===== config.mk =====
export PLATFORM = sky130hd
export DESIGN_NAME = seg7_msg_sequencer
export DESIGN_NICKNAME = d
export VERILOG_FILES = /design/src/rtl/seg7_pkg.sv /design/src/rtl/seg7_symbol_decoder.sv /design/src/rtl/seg7_msg_sequencer.sv
export SDC_FILE = /design/constraint.sdc
export NUM_CORES = 1
export LEC_CHECK = 0
export CAP_MARGIN = 10
export CELL_PAD_IN_SITES_DETAIL_PLACEMENT = 1
export CELL_PAD_IN_SITES_GLOBAL_PLACEMENT = 1
export CORE_UTILIZATION = 44
export DETAILED_ROUTE_END_ITERATION = 7
export GPL_TIMING_DRIVEN = 0
export PLACE_DENSITY_LB_ADDON = 0.1
export SETUP_SLACK_MARGIN = 0.1
export SLEW_MARGIN = 20
export SYNTH_ARGS = -nofsm -noshare
export SYNTH_HDL_FRONTEND = slang
export SYNTH_SLANG_ARGS = --single-unit

===== constraint.sdc =====
create_clock -name clk_2 -period 5.54 [get_ports clk_2]
set_input_delay 1.108 -clock clk_2 [delete_from_list [all_inputs] [get_ports clk_2]]
set_output_delay 1.108 -clock clk_2 [all_outputs]
set_load 0.03 [all_outputs]

===== src/rtl/seg7_pkg.sv =====
// Shared 7-segment symbol set, symbol index type and sequencer state encoding.
package seg7_pkg;

    typedef logic [5:0] sym_t;

    typedef enum logic [1:0] {IDLE, SHOW, GAP} state_t;

    // Segment patterns, bits [6:0] = g..a
    localparam logic [6:0] NUM_0       = 7'h3f;
    localparam logic [6:0] NUM_1       = 7'h06;
    localparam logic [6:0] NUM_2       = 7'h5b;
    localparam logic [6:0] NUM_3       = 7'h4f;
    localparam logic [6:0] NUM_4       = 7'h66;
    localparam logic [6:0] NUM_5       = 7'h6d;
    localparam logic [6:0] NUM_6       = 7'h7d;
    localparam logic [6:0] NUM_7       = 7'h07;
    localparam logic [6:0] NUM_8       = 7'h7f;
    localparam logic [6:0] NUM_9       = 7'h6f;
    localparam logic [6:0] LETRA_A     = 7'h77;
    localparam logic [6:0] LETRA_B     = 7'h7c;
    localparam logic [6:0] LETRA_C     = 7'h39;
    localparam logic [6:0] LETRA_C_MIN = 7'h58;
    localparam logic [6:0] LETRA_D     = 7'h5e;
    localparam logic [6:0] LETRA_E     = 7'h79;
    localparam logic [6:0] LETRA_F     = 7'h71;
    localparam logic [6:0] LETRA_G     = 7'h6f;
    localparam logic [6:0] LETRA_H     = 7'h76;
    localparam logic [6:0] LETRA_H_MIN = 7'h74;
    localparam logic [6:0] LETRA_I_MIN = 7'h10;
    localparam logic [6:0] LETRA_I     = 7'h06;
    localparam logic [6:0] LETRA_J     = 7'h1e;
    localparam logic [6:0] LETRA_L     = 7'h38;
    localparam logic [6:0] LETRA_N     = 7'h54;
    localparam logic [6:0] LETRA_O     = 7'h3f;
    localparam logic [6:0] LETRA_O_MIN = 7'h5c;
    localparam logic [6:0] LETRA_P     = 7'h73;
    localparam logic [6:0] LETRA_Q     = 7'h67;
    localparam logic [6:0] LETRA_R     = 7'h50;
    localparam logic [6:0] LETRA_S     = 7'h6d;
    localparam logic [6:0] LETRA_T     = 7'h78;
    localparam logic [6:0] LETRA_U     = 7'h3e;
    localparam logic [6:0] LETRA_V     = 7'h1c;
    localparam logic [6:0] LETRA_Y     = 7'h6e;
    localparam logic [6:0] GRAU        = 7'h63;
    localparam logic [6:0] BLANK       = 7'h00;

endpackage


===== src/rtl/seg7_symbol_decoder.sv =====
// Combinational symbol-index to 7-segment pattern decoder (hex digits, letters, degree).
module seg7_symbol_decoder
    import seg7_pkg::*;
(
    input  sym_t       i_sym,
    output logic [6:0] o_seg
);

    always_comb begin
        o_seg = BLANK;
        case (i_sym)
            6'd0:  o_seg = NUM_0;
            6'd1:  o_seg = NUM_1;
            6'd2:  o_seg = NUM_2;
            6'd3:  o_seg = NUM_3;
            6'd4:  o_seg = NUM_4;
            6'd5:  o_seg = NUM_5;
            6'd6:  o_seg = NUM_6;
            6'd7:  o_seg = NUM_7;
            6'd8:  o_seg = NUM_8;
            6'd9:  o_seg = NUM_9;
            6'd10: o_seg = LETRA_A;
            6'd11: o_seg = LETRA_B;
            6'd12: o_seg = LETRA_C;
            6'd13: o_seg = LETRA_D;
            6'd14: o_seg = LETRA_E;
            6'd15: o_seg = LETRA_F;
            6'd16: o_seg = LETRA_A;
            6'd17: o_seg = LETRA_B;
            6'd18: o_seg = LETRA_C;
            6'd19: o_seg = LETRA_C_MIN;
            6'd20: o_seg = LETRA_D;
            6'd21: o_seg = LETRA_E;
            6'd22: o_seg = LETRA_F;
            6'd23: o_seg = LETRA_G;
            6'd24: o_seg = LETRA_H;
            6'd25: o_seg = LETRA_H_MIN;
            6'd26: o_seg = LETRA_I_MIN;
            6'd27: o_seg = LETRA_I;
            6'd28: o_seg = LETRA_J;
            6'd29: o_seg = LETRA_L;
            6'd30: o_seg = LETRA_N;
            6'd31: o_seg = LETRA_O;
            6'd32: o_seg = LETRA_O_MIN;
            6'd33: o_seg = LETRA_P;
            6'd34: o_seg = LETRA_Q;
            6'd35: o_seg = LETRA_R;
            6'd36: o_seg = LETRA_S;
            6'd37: o_seg = LETRA_T;
            6'd38: o_seg = LETRA_U;
            6'd39: o_seg = LETRA_V;
            6'd40: o_seg = LETRA_Y;
            6'd41: o_seg = GRAU;
            default: o_seg = BLANK;
        endcase
    end

endmodule


===== src/rtl/seg7_msg_sequencer.sv =====
// Timed start/stop scheduler showing a latched message of up to MAX_LEN symbols on one display.
// Optional SEG7_MSG_DP_EN: lights the decimal point while the last symbol is shown.
module seg7_msg_sequencer
    import seg7_pkg::*;
#(
    parameter int unsigned TICK_DIV  = 25000000,
    parameter int unsigned GAP_TICKS = 1,
    parameter int unsigned MAX_LEN   = 8,
    parameter int unsigned SYM_W     = 6
) (
    input  logic                     clk_2,
    input  logic                     reset,
    input  logic                     start,
    input  logic                     stop,
    input  logic                     loop_en,
    input  logic [3:0]               msg_len,
    input  logic [MAX_LEN*SYM_W-1:0] msg,
    output logic                     busy,
    output logic                     done,
    output logic [2:0]               pos,
    output logic [7:0]               SEG
);

    localparam int unsigned TICK_W = (TICK_DIV > 1) ? $clog2(TICK_DIV) : 1;
    localparam int unsigned GAP_W  = (GAP_TICKS > 1) ? $clog2(GAP_TICKS) : 1;
    localparam logic [TICK_W-1:0] TICK_MAX = TICK_W'(TICK_DIV - 1);
    localparam logic [GAP_W-1:0]  GAP_MAX  = GAP_W'((GAP_TICKS != 0) ? GAP_TICKS - 1 : 0);

    state_t                   r_state, w_state_d;
    logic [TICK_W-1:0]        r_tick, w_tick_d;
    logic [GAP_W-1:0]         r_gap, w_gap_d;
    logic [2:0]               r_pos, w_pos_d;
    logic [3:0]               r_len, w_len_d;
    logic [MAX_LEN*SYM_W-1:0] r_msg, w_msg_d;
    logic [7:0]               r_seg, w_seg_d;
    logic                     r_busy, r_done, w_done_d;

    logic [3:0] w_len_in;
    logic       w_period_end;
    logic       w_last;
    logic       w_dp;
    sym_t       w_sym;
    logic [6:0] w_dec;

    assign w_len_in     = (msg_len > 4'(MAX_LEN)) ? 4'(MAX_LEN) : msg_len;
    assign w_period_end = (r_tick == TICK_MAX);
    assign w_last       = ({1'b0, r_pos} == (r_len - 4'd1));

    always_comb begin
        w_state_d = r_state;
        w_tick_d  = r_tick + 1'b1;
        w_gap_d   = r_gap;
        w_pos_d   = r_pos;
        w_len_d   = r_len;
        w_msg_d   = r_msg;
        w_done_d  = 1'b0;
        case (r_state)
            IDLE: begin
                w_tick_d = '0;
                w_gap_d  = '0;
                w_pos_d  = '0;
                // stop blocks a simultaneous start, including the empty-message done
                if (start && !stop) begin
                    w_msg_d = msg;
                    w_len_d = w_len_in;
                    if (w_len_in == 4'd0) begin
                        w_done_d = 1'b1;
                    end else begin
                        w_state_d = SHOW;
                    end
                end
            end
            SHOW: begin
                if (stop) begin
                    w_state_d = IDLE;
                    w_tick_d  = '0;
                    w_pos_d   = '0;
                end else if (w_period_end) begin
                    w_tick_d = '0;
                    w_gap_d  = '0;
                    // pos moves to the pending symbol before the gap starts
                    w_pos_d  = w_last ? 3'd0 : r_pos + 3'd1;
                    if (w_last && !loop_en) begin
                        w_state_d = IDLE;
                        w_done_d  = 1'b1;
                    end else if (GAP_TICKS != 0) begin
                        w_state_d = GAP;
                    end
                end
            end
            GAP: begin
                if (stop) begin
                    w_state_d = IDLE;
                    w_tick_d  = '0;
                    w_gap_d   = '0;
                    w_pos_d   = '0;
                end else if (w_period_end) begin
                    w_tick_d = '0;
                    if (r_gap == GAP_MAX) begin
                        w_state_d = SHOW;
                        w_gap_d   = '0;
                    end else begin
                        w_gap_d = r_gap + 1'b1;
                    end
                end
            end
            default: begin
                w_state_d = IDLE;
                w_tick_d  = '0;
            end
        endcase
    end

    assign w_sym = sym_t'(w_msg_d[w_pos_d*SYM_W +: SYM_W]);

    seg7_symbol_decoder u_decoder (
        .i_sym (w_sym),
        .o_seg (w_dec)
    );

`ifdef SEG7_MSG_DP_EN
    assign w_dp = ({1'b0, w_pos_d} == (w_len_d - 4'd1));
`else
    assign w_dp = 1'b0;
`endif

    assign w_seg_d = (w_state_d == SHOW) ? {w_dp, w_dec} : 8'h00;

    always_ff @(posedge clk_2 or posedge reset) begin
        if (reset) begin
            r_state <= IDLE;
            r_tick  <= '0;
            r_gap   <= '0;
            r_pos   <= '0;
            r_len   <= '0;
            r_msg   <= '0;
            r_seg   <= 8'h00;
            r_busy  <= 1'b0;
            r_done  <= 1'b0;
        end else begin
            r_state <= w_state_d;
            r_tick  <= w_tick_d;
            r_gap   <= w_gap_d;
            r_pos   <= w_pos_d;
            r_len   <= w_len_d;
            r_msg   <= w_msg_d;
            r_seg   <= w_seg_d;
            r_busy  <= (w_state_d != IDLE);
            r_done  <= w_done_d;
        end
    end

    assign busy = r_busy;
    assign done = r_done;
    assign pos  = r_pos;
    assign SEG  = r_seg;

endmodule


==> reports/metrics.cfg <==
[run_status]
outcome=finished with violations
violations=DRC

[synth]
syn_inst=517
synth_xor_area_share_pct=3.95
synth_top_cell_area_share_pct=42.8
yosysSeqAreaShare_pct=42.8
avgSynthCellArea_um2=10.3
async_reset_ff_share_pct=100
synth_cell_types=72
yosysMostFrequentCell=dfrtp_1
synth_fp_nets=589
synthTopCellsByArea=dfrtp_1 (43%), mux2_2 (8.5%), mux2i_1 (7.1%), ha_1 (3.5%), nand2_1 (2.8%)
synth_common_cells=dfrtp_1 (91), mux2_2 (40), nand2_1 (39), mux2i_1 (38), nor2_1 (38)
synth_fa_ha_area_share_pct=3.53
synth.yosys.warnings=0
synth_edf_count=0
synthMuxAreaShare_pct=16.0
yosys_most_used_dff=dfrtp_1
synth_compound_area_share_pct=12.6
synth-seq-cells=91
synth.cell_area_um2=5320
yosysTopAreaCell=dfrtp_1
synth_top_family_by_area=simple AND/OR/NAND/NOR gates
yosys.area_share.simple_pct=16.1

[drt]
vias=4268
post_drt_wl_per_cell_um=19.1
dr.pass1.iters=6
ant_nets=0
via_per_inst=5.73
wirelength_mm=14.2
detail_route.iter0.violations=206
post-route-drc-count=5

[worst_setup_path]
r2r_start=r_state[1]$_DFF_PP0_
cp-end-kind=flop
cp_max_fo=10
start_kind=input port
arrival_ns=5.33
crit_type=in2reg
slowest_delay_ns=0.55
critPathRequiredTime_ns=5.78
worstRegToRegCells=18
cp_cell_sequence=clkdlybuf4s50_1, inv_1, nand3_1, buf_2, buf_2, clkbuf_4, buf_2, mux2_2, mux2i_1, mux2i_1, mux2_2, inv_2, ha_1, inv_1, nor2_1, a21oi_1, a211o_1, a31o_1
cpMaxStageDelayCell=clkdlybuf4s50_1
reg2reg_slack_ns=1.01
crit_path_frequent_cell=buf_2
r2r-end=SEG[3]$_DFF_PP0_

[finish]
syn_to_final_growth_pct=22.4
fin_nets=669
fin_util_pct=56.1
n_antenna_cell=0
drive_gt1_share_pct=15.3
nFillCells=1304

[place]
place_congestion=0.880
post-dp-hpwl_mm=10.6
portBuffers=68

[sta]
finalMaxSlewViolations=0
fin_tns_setup_ns=0
layout_min_cycle_time_ns=5.09
fmax_mhz=197
rsz0062_at_grt=no
tightest_slew_ns=0.714
fin_skew_ns=0.00615
relSlewSlack_pct=52.2
period_share_pct=91.8
finalHoldViolCount=0
finalSetupViolations=0

[clock_network]
numCtsBuffers=9
clock_latency_ns=0.35
clockBufferDepth=2
htreeDepth=3
ctsHoldBuffers=0
cts_sinks=91
path_clk_slew_ns=0.06
cts-root-buf=clkbuf_16
cts_tree=yes

[global_routing]
grtUsageTotal_pct=24.3
grt_antenna_before_repair=0
grt_pass1_wl_mm=23.7
grt_pass1_vias=4636
grt_start_max_net_pins=57
grt-ovfl-total=0

[worst_hold_path]
holdCritStartpoint=r_msg[17]$_DFF_PP0_
hold_depth=2
hold_path_class=reg2reg
min_to=r_msg[17]$_DFF_PP0_

[power_and_ir_drop]
pwr-share-clk_pct=21.9
intPower_mw=1.79
power.density_nw_per_um2=439
ir_drop_uv=194
power_switching_mw=1.07
power_frac_comb_pct=44.9
p_leak_nw=2.93
switching_share_pct=37.3
power_frac_seq_pct=33.2

[run]
maxCapViolCount=0

[floorplanning]
die_w_um=112
io_pins=70
die_y_um=112
core_um2=11600
start_util_pct=45.8
die-area_um2=12500
rows=39

-- per-layer routing --
metal | global-route usage, % | wire [µm] | part of all wire [%]
met5 | 0 | 0 | 0
met4 | 7.91 | 199 | 1.4
met3 | 3.86 | 576 | 4.1
met1 | 31.2 | 6520 | 46
met2 | 41.9 | 6920 | 49
-- worst max-delay path by stage --
| stage | from | slack [ns] | to | cells after the start |
|---|---|---|---|---|
| after global placement | stop | -0.09 | SEG[3]$_DFF_PP0_ | 18 |
| final | stop | 0.45 | SEG[3]$_DFF_PP0_ | 18 |
| after global routing | stop | 0.15 | SEG[3]$_DFF_PP0_ | 18 |
| after CTS | stop | 0.20 | SEG[3]$_DFF_PP0_ | 18 |
| after floorplan | stop | 1.22 | SEG[3]$_DFF_PP0_ | 16 |
| after detailed placement | stop | -0.11 | SEG[3]$_DFF_PP0_ | 18 |
-- flip-flops by register name, indices dropped and copies added, names as in the netlist --
| register | cells |
|---|---|
| SEG | 7 |
| busy | 1 |
| done | 1 |
| pos | 3 |
| r_len | 4 |
| r_msg | 48 |
| r_state | 2 |
| r_tick | 25 |
-- kinds of logic (layout without fill, tap and decap cells) --
family	Yosys count	after routing
other cells	1	1
mux	79	79
compound gates	90	90
flops	91	91
fa+ha+maj	15	15
simple gates	166	166
buf+inv	51	136
xor+xnor	24	24
-- final cells by class --
| cell class | count | area [µm²] | area share (%) |
|---|---|---|---|
| tap | 143 | 179 | 2.75 |
| clock inverter | 4 | 50.0 | 0.769 |
| buffer | 21 | 155 | 2.38 |
| sequential | 91 | 2280 | 35.0 |
| clock buffer | 12 | 246 | 3.79 |
| inverter | 30 | 115 | 1.77 |
| multi-input combinational | 375 | 2780 | 42.7 |
| timing repair buffer | 69 | 708 | 10.9 |
-- what timing repair did --
action / in CTS / in global routing
endpoints found under the setup margin: 0 / 2
gates resized for setup: 0 / 3
setup buffers: 0 / 0
-- critical path: cells and delay by family --
kind | cells | cell delay [ns]
AND/OR/NAND/NOR | 2 | 0.23
buffers and inverters | 8 | 2.12
multiplexers | 4 | 1.05
AO/OA/AOI/OAI | 3 | 0.60
adder cells (fa/ha/maj) | 1 | 0.21
-- cell usage in the layout, fill, tap and decap left out, drive strengths merged, types with 10 or more instances in the layout --
cell	count
mux2i	39
ha	15
o21ai	18
a21oi	18
inv	29
a211oi	10
buf	17
clkbuf	17
mux2	40
xor2	16
nor2	40
nand3	23
nor3	11
nand2	39
clkdlybuf4s50	68
dfrtp	91
-- metrics by stage --
step | hold WS (ns) | power (mW) | setup WS, ns | cells | cell area, µm²
4_1_cts | 0.492 | 2.88 | 0.201 | 745 | 6510
6_report | 0.491 | 2.86 | 0.452 | 745 | 6510
2_1_floorplan | 0.445 | 1.86 | 1.22 | 517 | 5320
3_5_place_dp | 0.476 | 2.23 | -0.114 | 729 | 6210
3_3_place_gp | 0.464 | 2.18 | -0.0871 | 728 | 6180
5_1_grt | 0.514 | 3.04 | 0.149 | 745 | 6510
-- power by group through the flow --
stage	combinational, mW	clock [mW]	sequential [mW]
after detailed placement	1.27	0	0.962
after CTS	1.28	0.643	0.952
final	1.28	0.626	0.949
after global routing	1.40	0.669	0.974
after global placement	1.24	0	0.949
after floorplan	0.887	0	0.976
No activity file was read; power rests on OpenSTA's default activity.
